===== config.mk =====
export PLATFORM = sky130hd
export DESIGN_NAME = jellyvl_etherneco_synctimer_slave_ctl
export DESIGN_NICKNAME = d
export VERILOG_FILES = /design/src/rtl/jellyvl_etherneco_synctimer_slave_ctl.sv
export SDC_FILE = /design/constraint.sdc
export NUM_CORES = 1
export LEC_CHECK = 0
export ABC_AREA = 1
export CORE_MARGIN = 1
export CORE_UTILIZATION = 45
export DETAILED_ROUTE_END_ITERATION = 12
export MAX_ROUTING_LAYER = met4
export PLACE_DENSITY = 0.68
export SETUP_SLACK_MARGIN = 0.5
export SYNTH_ARGS = -nofsm -noshare
export SYNTH_HDL_FRONTEND = slang
export SYNTH_SLANG_ARGS = --single-unit

===== constraint.sdc =====
create_clock -name clk -period 15.3 [get_ports clk]
set_input_delay 3.06 -clock clk [delete_from_list [all_inputs] [get_ports clk]]
set_output_delay 3.06 -clock clk [all_outputs]
set_load 0.05 [all_outputs]

===== src/rtl/jellyvl_etherneco_synctimer_slave_ctl.sv =====
// ---------------------------------------------------------------------------
// jellyvl_etherneco_synctimer_slave_ctl
//
// Sync-timer slave controller for a ring network node.
//  * Parses the command frame: byte 0 = command, bytes 1..TIME_BYTES = master
//    time (little-endian), then one OFFSET_BYTES slot per node starting at
//    SLOT_BASE. At frame end, publishes correct_time = time + own offset.
//  * Measures the turnaround between the command-frame start and the
//    response-frame start, and writes it into this node's response slot.
//
// Ports
//  clk, rst                        clock, asynchronous active-high reset
//  free_run_time                   local free-running timer
//  cmd_rx_start/end/error          command frame events
//  cmd_rx_node                     this node's 1-based index (0 = no slot)
//  s_cmd_first/pos/data/valid      command byte stream
//  res_rx_start/error              response frame events
//  s_res_pos/valid                 response byte stream
//  m_res_data/valid                replacement byte for the response stream
//  correct_time/renew/valid        corrected time output
//  elapsed_time                    last measured turnaround
//  status_frame_error              one-cycle pulse for a rejected frame
// ---------------------------------------------------------------------------
module jellyvl_etherneco_synctimer_slave_ctl #(
    parameter int TIMER_WIDTH   = 64,
    parameter int TIME_BYTES    = 8,
    parameter int OFFSET_BYTES  = 4,
    parameter int ELAPSED_BYTES = 4,
    parameter int SLOT_BASE     = 9
) (
    input  logic                       clk,
    input  logic                       rst,
    input  logic [TIMER_WIDTH-1:0]     free_run_time,
    input  logic                       cmd_rx_start,
    input  logic                       cmd_rx_end,
    input  logic                       cmd_rx_error,
    input  logic [7:0]                 cmd_rx_node,
    input  logic                       s_cmd_first,
    input  logic [15:0]                s_cmd_pos,
    input  logic [7:0]                 s_cmd_data,
    input  logic                       s_cmd_valid,
    input  logic                       res_rx_start,
    input  logic                       res_rx_error,
    input  logic [15:0]                s_res_pos,
    input  logic                       s_res_valid,
    output logic [7:0]                 m_res_data,
    output logic                       m_res_valid,
    output logic [TIMER_WIDTH-1:0]     correct_time,
    output logic                       correct_renew,
    output logic                       correct_valid,
    output logic [8*ELAPSED_BYTES-1:0] elapsed_time,
    output logic                       status_frame_error
);

    localparam int TW = 8 * TIME_BYTES;
    localparam int OW = 8 * OFFSET_BYTES;
    localparam int EW = 8 * ELAPSED_BYTES;

    typedef enum logic [2:0] {
        ST_IDLE     = 3'd0,
        ST_TIME     = 3'd1,
        ST_SEEK     = 3'd2,
        ST_OFFSET   = 3'd3,
        ST_WAIT_END = 3'd4
    } state_t;

    state_t                 state_q, state_d;
    logic [1:0]             cmd_q, cmd_d;          // only valid/renew bits are used
    logic [TW-1:0]          time_q, time_d;
    logic [OW-1:0]          offset_q, offset_d;
    logic [TIMER_WIDTH-1:0] correct_time_q, correct_time_d;
    logic                   correct_valid_q, correct_valid_d;
    logic                   correct_renew_q, correct_renew_d;
    logic                   frame_error_q, frame_error_d;
    logic [EW-1:0]          start_time_q, start_time_d;
    logic                   start_seen_q, start_seen_d;
    logic [EW-1:0]          elapsed_q, elapsed_d;
    logic                   m_res_valid_q, m_res_valid_d;
    logic [7:0]             m_res_data_q, m_res_data_d;

    // Slot arithmetic is deliberately 16-bit so overflow wraps naturally.
    logic [15:0] node16_s;
    logic [15:0] cmd_slot_s;
    logic [15:0] res_slot_s;
    logic [15:0] time_k_s;
    logic [15:0] offset_k_s;
    logic [15:0] res_k_s;
    logic [EW-1:0] frt_low_s;

    assign node16_s   = {8'd0, cmd_rx_node};
    assign cmd_slot_s = 16'(SLOT_BASE) + 16'(OFFSET_BYTES) * (node16_s - 16'd1);
    assign res_slot_s = 16'(SLOT_BASE) + 16'(ELAPSED_BYTES) * (node16_s - 16'd1);
    assign time_k_s   = s_cmd_pos - 16'd1;
    assign offset_k_s = s_cmd_pos - cmd_slot_s;
    assign res_k_s    = s_res_pos - res_slot_s;
    assign frt_low_s  = EW'(free_run_time);

    // Next-state logic: command parser, turnaround measurement, response slot.
    always_comb begin
        state_d         = state_q;
        cmd_d           = cmd_q;
        time_d          = time_q;
        offset_d        = offset_q;
        correct_time_d  = correct_time_q;
        correct_valid_d = 1'b0;
        correct_renew_d = 1'b0;
        frame_error_d   = 1'b0;
        start_time_d    = start_time_q;
        start_seen_d    = start_seen_q;
        elapsed_d       = elapsed_q;
        m_res_valid_d   = 1'b0;
        m_res_data_d    = 8'd0;

        // Command side: error beats start, start beats end, end beats data.
        if (cmd_rx_error) begin
            state_d = ST_IDLE;
        end else if (cmd_rx_start) begin
            start_time_d = frt_low_s;
            start_seen_d = 1'b1;
            state_d      = ST_IDLE;
        end else if (cmd_rx_end) begin
            state_d = ST_IDLE;
            case (state_q)
                ST_WAIT_END: begin
                    correct_time_d  = TIMER_WIDTH'(time_q) + TIMER_WIDTH'(offset_q);
                    correct_valid_d = cmd_q[0];
                    correct_renew_d = cmd_q[0] & cmd_q[1];
                end
                ST_IDLE: begin
                    frame_error_d = 1'b0;
                end
                default: begin
                    frame_error_d = 1'b1;
                end
            endcase
        end else if (s_cmd_valid) begin
            if (s_cmd_first) begin
                cmd_d    = s_cmd_data[1:0];
                time_d   = '0;
                offset_d = '0;
                state_d  = ST_TIME;
            end else begin
                case (state_q)
                    ST_TIME: begin
                        for (int i = 0; i < TIME_BYTES; i++) begin
                            if (time_k_s == 16'(i)) begin
                                time_d[8*i +: 8] = s_cmd_data;
                            end
                        end
                        if (time_k_s == 16'(TIME_BYTES - 1)) begin
                            state_d = ST_SEEK;
                        end else begin
                            state_d = ST_TIME;
                        end
                    end
                    ST_SEEK: begin
                        if ((cmd_rx_node != 8'd0) && (s_cmd_pos == cmd_slot_s)) begin
                            offset_d[7:0] = s_cmd_data;
                            state_d = (OFFSET_BYTES == 1) ? ST_WAIT_END : ST_OFFSET;
                        end else begin
                            state_d = ST_SEEK;
                        end
                    end
                    ST_OFFSET: begin
                        for (int i = 1; i < OFFSET_BYTES; i++) begin
                            if (offset_k_s == 16'(i)) begin
                                offset_d[8*i +: 8] = s_cmd_data;
                            end
                        end
                        if (offset_k_s == 16'(OFFSET_BYTES - 1)) begin
                            state_d = ST_WAIT_END;
                        end else begin
                            state_d = ST_OFFSET;
                        end
                    end
                    default: begin
                        state_d = state_q;
                    end
                endcase
            end
        end else begin
            state_d = state_q;
        end

        // Turnaround: without a preceding command start the value is unknown.
        if (res_rx_start && !res_rx_error) begin
            if (start_seen_q) begin
                elapsed_d = frt_low_s - start_time_q;
            end else begin
                elapsed_d = '1;
            end
        end else begin
            elapsed_d = elapsed_q;
        end

        // Response slot replacement; a response error suppresses the byte.
        if (s_res_valid && !res_rx_error && (cmd_rx_node != 8'd0)
                && (res_k_s < 16'(ELAPSED_BYTES))) begin
            m_res_valid_d = 1'b1;
            for (int i = 0; i < ELAPSED_BYTES; i++) begin
                if (res_k_s == 16'(i)) begin
                    m_res_data_d = elapsed_q[8*i +: 8];
                end
            end
        end else begin
            m_res_valid_d = 1'b0;
            m_res_data_d  = 8'd0;
        end
    end

    // State and output registers.
    always_ff @(posedge clk or posedge rst) begin
        if (rst) begin
            state_q         <= ST_IDLE;
            cmd_q           <= 2'd0;
            time_q          <= '0;
            offset_q        <= '0;
            correct_time_q  <= '0;
            correct_valid_q <= 1'b0;
            correct_renew_q <= 1'b0;
            frame_error_q   <= 1'b0;
            start_time_q    <= '0;
            start_seen_q    <= 1'b0;
            elapsed_q       <= '0;
            m_res_valid_q   <= 1'b0;
            m_res_data_q    <= 8'd0;
        end else begin
            state_q         <= state_d;
            cmd_q           <= cmd_d;
            time_q          <= time_d;
            offset_q        <= offset_d;
            correct_time_q  <= correct_time_d;
            correct_valid_q <= correct_valid_d;
            correct_renew_q <= correct_renew_d;
            frame_error_q   <= frame_error_d;
            start_time_q    <= start_time_d;
            start_seen_q    <= start_seen_d;
            elapsed_q       <= elapsed_d;
            m_res_valid_q   <= m_res_valid_d;
            m_res_data_q    <= m_res_data_d;
        end
    end

    assign correct_time       = correct_time_q;
    assign correct_valid      = correct_valid_q;
    assign correct_renew      = correct_renew_q;
    assign status_frame_error = frame_error_q;
    assign elapsed_time       = elapsed_q;
    assign m_res_valid        = m_res_valid_q;
    assign m_res_data         = m_res_data_q;

endmodule


## Word level (Yosys, flattened, before mapping)

Cells that the tools add are included.

- Bits in registers: 242
- Bits of input ports: 122
- Output and inout bits: 108
- Logic and storage cells: 142

- Add/sub/neg operators: 7
- $lt $le $gt $ge: 1
- Equality and inequality tests: 18
- Muxes and demuxes: 45
- Bitwise logic cells: 4
- Reduce and logical (&&, ||, !) cells: 44

Operators by type and width:

| kind | number |
|---|---|
| $mux 8 | 18 |
| $mux 64 | 2 |
| $eq 16x2->1 const B | 6 |
| $reduce_and 6->1 | 12 |
| $add 64x32->64 | 1 |
| $eq 16x3->1 const B | 4 |
| $mux 32 | 2 |
| $eq 16x1->1 const B | 3 |
| $logic_not 16->1 | 2 |
| $sub 16x16->16 | 2 |
| $sub 32x32->32 | 1 |
| $reduce_bool 2->1 | 15 |
| $mux 24 | 1 |
| $mux 3 | 6 |
| $eq 16x16->1 | 1 |
| $lt 16x3->1 const B | 1 |
| $sub 16x1->16 const B | 1 |
| $mux 1 | 14 |
| $add 5x11->12 const A | 1 |
| $pmux 3 s3 | 1 |
| $sub 8x1->9 const B | 1 |
| $reduce_bool 8->1 | 1 |
| $reduce_bool 7->1 | 1 |
| $eq 3x2->1 const B | 2 |
| 13 further kinds | 20 |

## Logic depth before layout (Yosys ltp)

- Depth after elaboration: 11
- Gate-level depth with buffers: 32
- Mapped depth without buffers: 31

## Worst setup path after synthesis

OpenSTA, ideal clock, no wires.

- Kind: input to register
- Start: in cmd_rx_node[0]
- End: reg offset_q[24]
- Library setup time: 118 ps
- Data arrival time: 6192 ps
- Data required time: 15182 ps
- Setup slack: 8989 ps
- Stages on the path: 27
- Buffers on the path: 0
- Path through: inv_1 -> ha_1 -> inv_1 -> nand2_1 -> nand2_1 -> inv_1 -> ha_1 -> nand3_1 -> nor2_1 -> xor2_1 -> ha_1 -> a21oi_1 -> o21ai_0 -> a21oi_1 -> nand2_1 -> nand2_1 -> nand2_1 -> nand2_1 -> o21ai_2 -> xor2_1 -> nand3b_1 -> inv_1 -> nand4_1 -> inv_2 -> nand2_2 -> nand3_1 -> nand2_1

- Word-level cells in the longest chain between the ends: 6

RTL lines:

| element | RTL line | RTL |
|---|---|---|
| start: declaration | 37 | `input logic [7:0] cmd_rx_node,` |
| $sub 8x1->9 | 91 | `assign cmd_slot_s = 16'(SLOT_BASE) + 16'(OFFSET_BYTES) * (node16_s - 16'd1);` |
| $add 5x11->12 | 91 |  |
| $sub 16x16->16 | 94 | `assign offset_k_s = s_cmd_pos - cmd_slot_s;` |
| $eq 16x2->1 | 166 | `if (offset_k_s == 16'(i)) begin` |
| $reduce_bool 2->1 (no line) | -- |  |
| $reduce_and 6->1 (no line) | -- |  |
| end signal: assignment | 231 | `offset_q <= offset_d;` |
| end: declaration | 70 | `logic [OW-1:0] offset_q, offset_d;` |

Every way passes these cells.
A chain may end at the register's enable or synchronous reset.

## Final worst setup path

- Start: in cmd_rx_node[0]
- End: reg m_res_data_q[1], in the netlist m_res_data[1]

- Word-level cells in the longest chain between the ends: 9
- Elaborated cells on any way between the ends: 16
- Classes of those cells: add/sub: 3; order compare: 1; eq/ne: 3; mux: 5; reduce/logical: 4

RTL lines:

| element | RTL line | RTL |
|---|---|---|
| parallel branches: the longest is 8 deep, another holds $sub 16x16->16 | -- |  |
| $mux 8 (*) | 197 | `if (s_res_valid && !res_rx_error && (cmd_rx_node != 8'd0)` |
| via m_res_data_d[1] | 79 | `logic [7:0] m_res_data_q, m_res_data_d;` |
| end signal: assignment | 240 | `m_res_data_q <= m_res_data_d;` |
| end: declaration | 79 |  |

Mark *: on every way through the listed nets, which the timed path passes.

==> results_dict.tcl <==
set metrics [dict create \
    status "completed" \
    fin_ws_ps 7760 \
    drt_iter0_drc 959 \
    synth.largest_area_cell "dfrtp_1" \
    holdPathStages 2 \
    clkSinkCount 242 \
    utilization_pct 56.3 \
    placedCellCount 2768 \
    grt-ovfl-total 0 \
    fp-row-count 67 \
    whs_ps 476 \
    finalHoldViolations 0 \
    cts_buffers 28 \
    ys_types 56 \
    hold_path_end "correct_time[56]" \
    ff2ff_path_depth 18 \
    syn_area_mm2 0.0157 \
    cts_tree "built" \
    fin_crit_sh_pct 49.3 \
    fin_worst_skew_ps 24.2 \
    worst_path_largest_cell_delay_ps 670 \
    fin_cells 2822 \
    cts-root-buf "clkbuf_16" \
    p_leak_nw 9.41 \
    layout-drive-gt1-share_pct 5.78 \
    cpMostUsedCell "nand2_1" \
    slew_headroom_pct 25.0 \
    grt_max_degree 109 \
    start_kind "input port" \
    dp_hpwl_um 34100 \
    end_kind "flip-flop" \
    ant_nets 0 \
    die_w_um 189 \
    cts-htree-levels 1 \
    synth_ff_type "dfrtp_1" \
    clk_latency_ps 560 \
    cpMaxStageDelayCell "nor2_2" \
    clk_pin_slew_ps 60 \
    yosysWarnings 0 \
    layout.nets 2551 \
    synth_edf_count 0 \
    synth-async-reset-ratio_pct 100 \
    reg2reg_to "correct_time[60]" \
    yosysSeqAreaShare_pct 38.7 \
    powerDensity_mw_per_mm2 106 \
    rsz0062_at_grt "no" \
    synth_top_family_by_area "simple AND/OR/NAND/NOR gates" \
    tightest_slew_ps 1120 \
    yosys-top-cells-area "dfrtp_1 (39%), nand2_1 (12%), inv_1 (7.3%)" \
    fin_setup_tns_ps 0 \
    core-area_mm2 0.0339 \
    routed_wl_um 44200 \
    die_area_mm2 0.0355 \
    place.gp.congestion 0.941 \
    grt_pass1_vias 14000 \
    cts_setup_buffers 0 \
    synthAdderAreaFrac_pct 6.41 \
    cp_data_arrival_time_ps 7990 \
    drc 0 \
    synth_seq_cells 242 \
    place_ws_ps 7240 \
    irDropWorstVdd_v 0.000117 \
    setup_viol 0 \
    hold_path_class "flip-flop to flip-flop" \
    required_ps 15740 \
    yosys.area.top_type_share_pct 38.7 \
    vias 14800 \
    wire_per_inst_um 15.7 \
    vias_per_cell 5.24 \
    hold_buffers 0 \
    io_pins 230 \
    crit_start "cmd_rx_node[0]" \
    initial_core_util_pct 46.2 \
    crit_path_max_fanout 20 \
    syn_inst 2158 \
    cts-resized-gates 0 \
    grt_pass1_wl_um 72000 \
    rrSetupSlack_ps 11080 \
    syn_avg_cell_area_um2 7.25 \
    hp-start "correct_time[56]" \
    yosys.area_share.simple_pct 29.4 \
    drv_slew 0 \
    antenna_found_initial 3 \
    fmax_mhz 133 \
    dr.pass1.iters 5 \
    grt_util_all_layers_pct 25.8 \
    syn_to_final_growth_pct 21.8 \
    path_class "input port to flip-flop" \
    die_h_um 189 \
    syn_nets 2359 \
    r2r-start "time_q[0]" \
    fill_cells 3296 \
    clockBufferDepth 3 \
    io_buffers 197 \
    max_cap_violations 0 \
    synthXorXnorAreaFrac_pct 3.13 \
    synthMuxAreaShare_pct 0.0719 \
    synth_compound_area_share_pct 13.8 \
    period_needed_ps 7540 \
]
[logic make-up after synthesis]
kind of cell	Yosys count
AO/OA/AOI/OAI	393
XOR/XNOR	55
adder cells (fa/ha/maj)	79
buffers and inverters	351
flip-flops	242
multiplexers	1
AND/OR/NAND/NOR	1037
[how the worst max path moves through the flow]
stage / endpoint / slack (ps) / depth (start not counted)
2_1_floorplan: cmd_q[0] / 5600 / 1
3_3_place_gp: m_res_data[6] / 7340 / 30
3_5_place_dp: m_res_data[6] / 7240 / 30
4_1_cts: m_res_data[6] / 7760 / 30
5_1_grt: m_res_data[1] / 7310 / 29
6_report: m_res_data[1] / 7760 / 29
[routing by layer]
metal | up-vias | part of all wire (%) | global-route usage, %
met5 | - | 0 | -
met4 | 0 | 2.5 | 6.51
met3 | 72 | 5.7 | 3.54
met2 | 396 | 46 | 41.4
met1 | 6870 | 46 | 34.3
li1 | 7449 | - | -
[worst max-delay path, delay by kind of cell]
| kind | cells | cell delay [ps] |
|---|---|---|
| xor gates and xnor gates | 1 | 190 |
| and+or+nand+nor | 19 | 2700 |
| adders and majority gates | 3 | 870 |
| AOI/OAI and AO/OA | 1 | 130 |
| buffers and inverters | 5 | 1020 |
[report_power, final]
part / leakage (nW) / internal [mW] / switching [mW]
sequential: 3.12 / 0.706 / 0.0627
combinational: 5.82 / 0.193 / 0.347
clock: 0.481 / 0.428 / 0.278
total: 9.41 / 1.33 / 0.688
[flip-flops by register name, summed over array words and instances (netlist names), 2 cells and up]
register	cells
state_q	3
correct_time	64
time_q	64
m_res_data	8
elapsed_time	32
offset_q	32
start_time_q	32
cmd_q	2
[metrics by stage]
stage	area, um2	power [mW]
5_1_grt	19100	2.12
2_1_floorplan	15700	1.13
3_3_place_gp	18100	1.31
6_report	19100	2.01
4_1_cts	19100	2.03
3_5_place_dp	18100	1.31
[cell usage in the layout, fill, tap and decap left out, types with 4 or more instances in the layout]
| cell type | count |
|---|---|
| xor2_1 | 33 |
| o21ai_1 | 7 |
| xnor2_1 | 21 |
| o21ai_0 | 148 |
| nand4_1 | 27 |
| o211ai_1 | 4 |
| a31oi_1 | 23 |
| nor2_2 | 9 |
| or2_2 | 20 |
| o31ai_1 | 11 |
| dfrtp_1 | 242 |
| nand2_1 | 514 |
| and2_1 | 6 |
| o221ai_1 | 5 |
| bufinv_16 | 4 |
| nor4_1 | 14 |
| ha_1 | 77 |
| inv_1 | 302 |
| clkinv_2 | 6 |
| buf_4 | 6 |
| o22ai_1 | 26 |
| nor3_1 | 37 |
| nand3_2 | 6 |
| nand3b_1 | 17 |
| a21oi_1 | 147 |
| clkbuf_8 | 5 |
| inv_2 | 6 |
| nand3_1 | 136 |
| clkbuf_16 | 28 |
| clkdlybuf4s50_1 | 197 |
| o21a_1 | 5 |
| nor2_4 | 6 |
| nand2_2 | 18 |
| nor2_1 | 211 |
[cell type report]
cell class	count	area [um2]	area share (%)
multi-input combinational	1565	8270	43.4
sequential	242	6060	31.8
antenna	3	7.51	0.0394
clock buffer	36	781	4.10
inverter	310	1170	6.14
clock inverter	15	199	1.04
tap	448	561	2.94
timing repair buffer	203	2020	10.6
[synth_stat cells, types with 6 or more instances]
| cell type | count |
|---|---|
| a21oi_1 | 147 |
| a31oi_1 | 23 |
| and2_1 | 6 |
| clkbuf_1 | 34 |
| dfrtp_1 | 242 |
| ha_1 | 77 |
| inv_1 | 303 |
| inv_2 | 6 |
| nand2_1 | 516 |
| nand2_2 | 16 |
| nand3_1 | 136 |
| nand3_2 | 6 |
| nand3b_1 | 17 |
| nand4_1 | 27 |
| nor2_1 | 212 |
| nor2_2 | 8 |
| nor2_4 | 6 |
| nor3_1 | 37 |
| nor4_1 | 14 |
| o21ai_0 | 148 |
| o21ai_1 | 7 |
| o22ai_1 | 26 |
| o31ai_1 | 11 |
| or2_2 | 20 |
| xnor2_1 | 21 |
| xor2_1 | 33 |
Note: power is estimated with default switching activity, not from simulation.
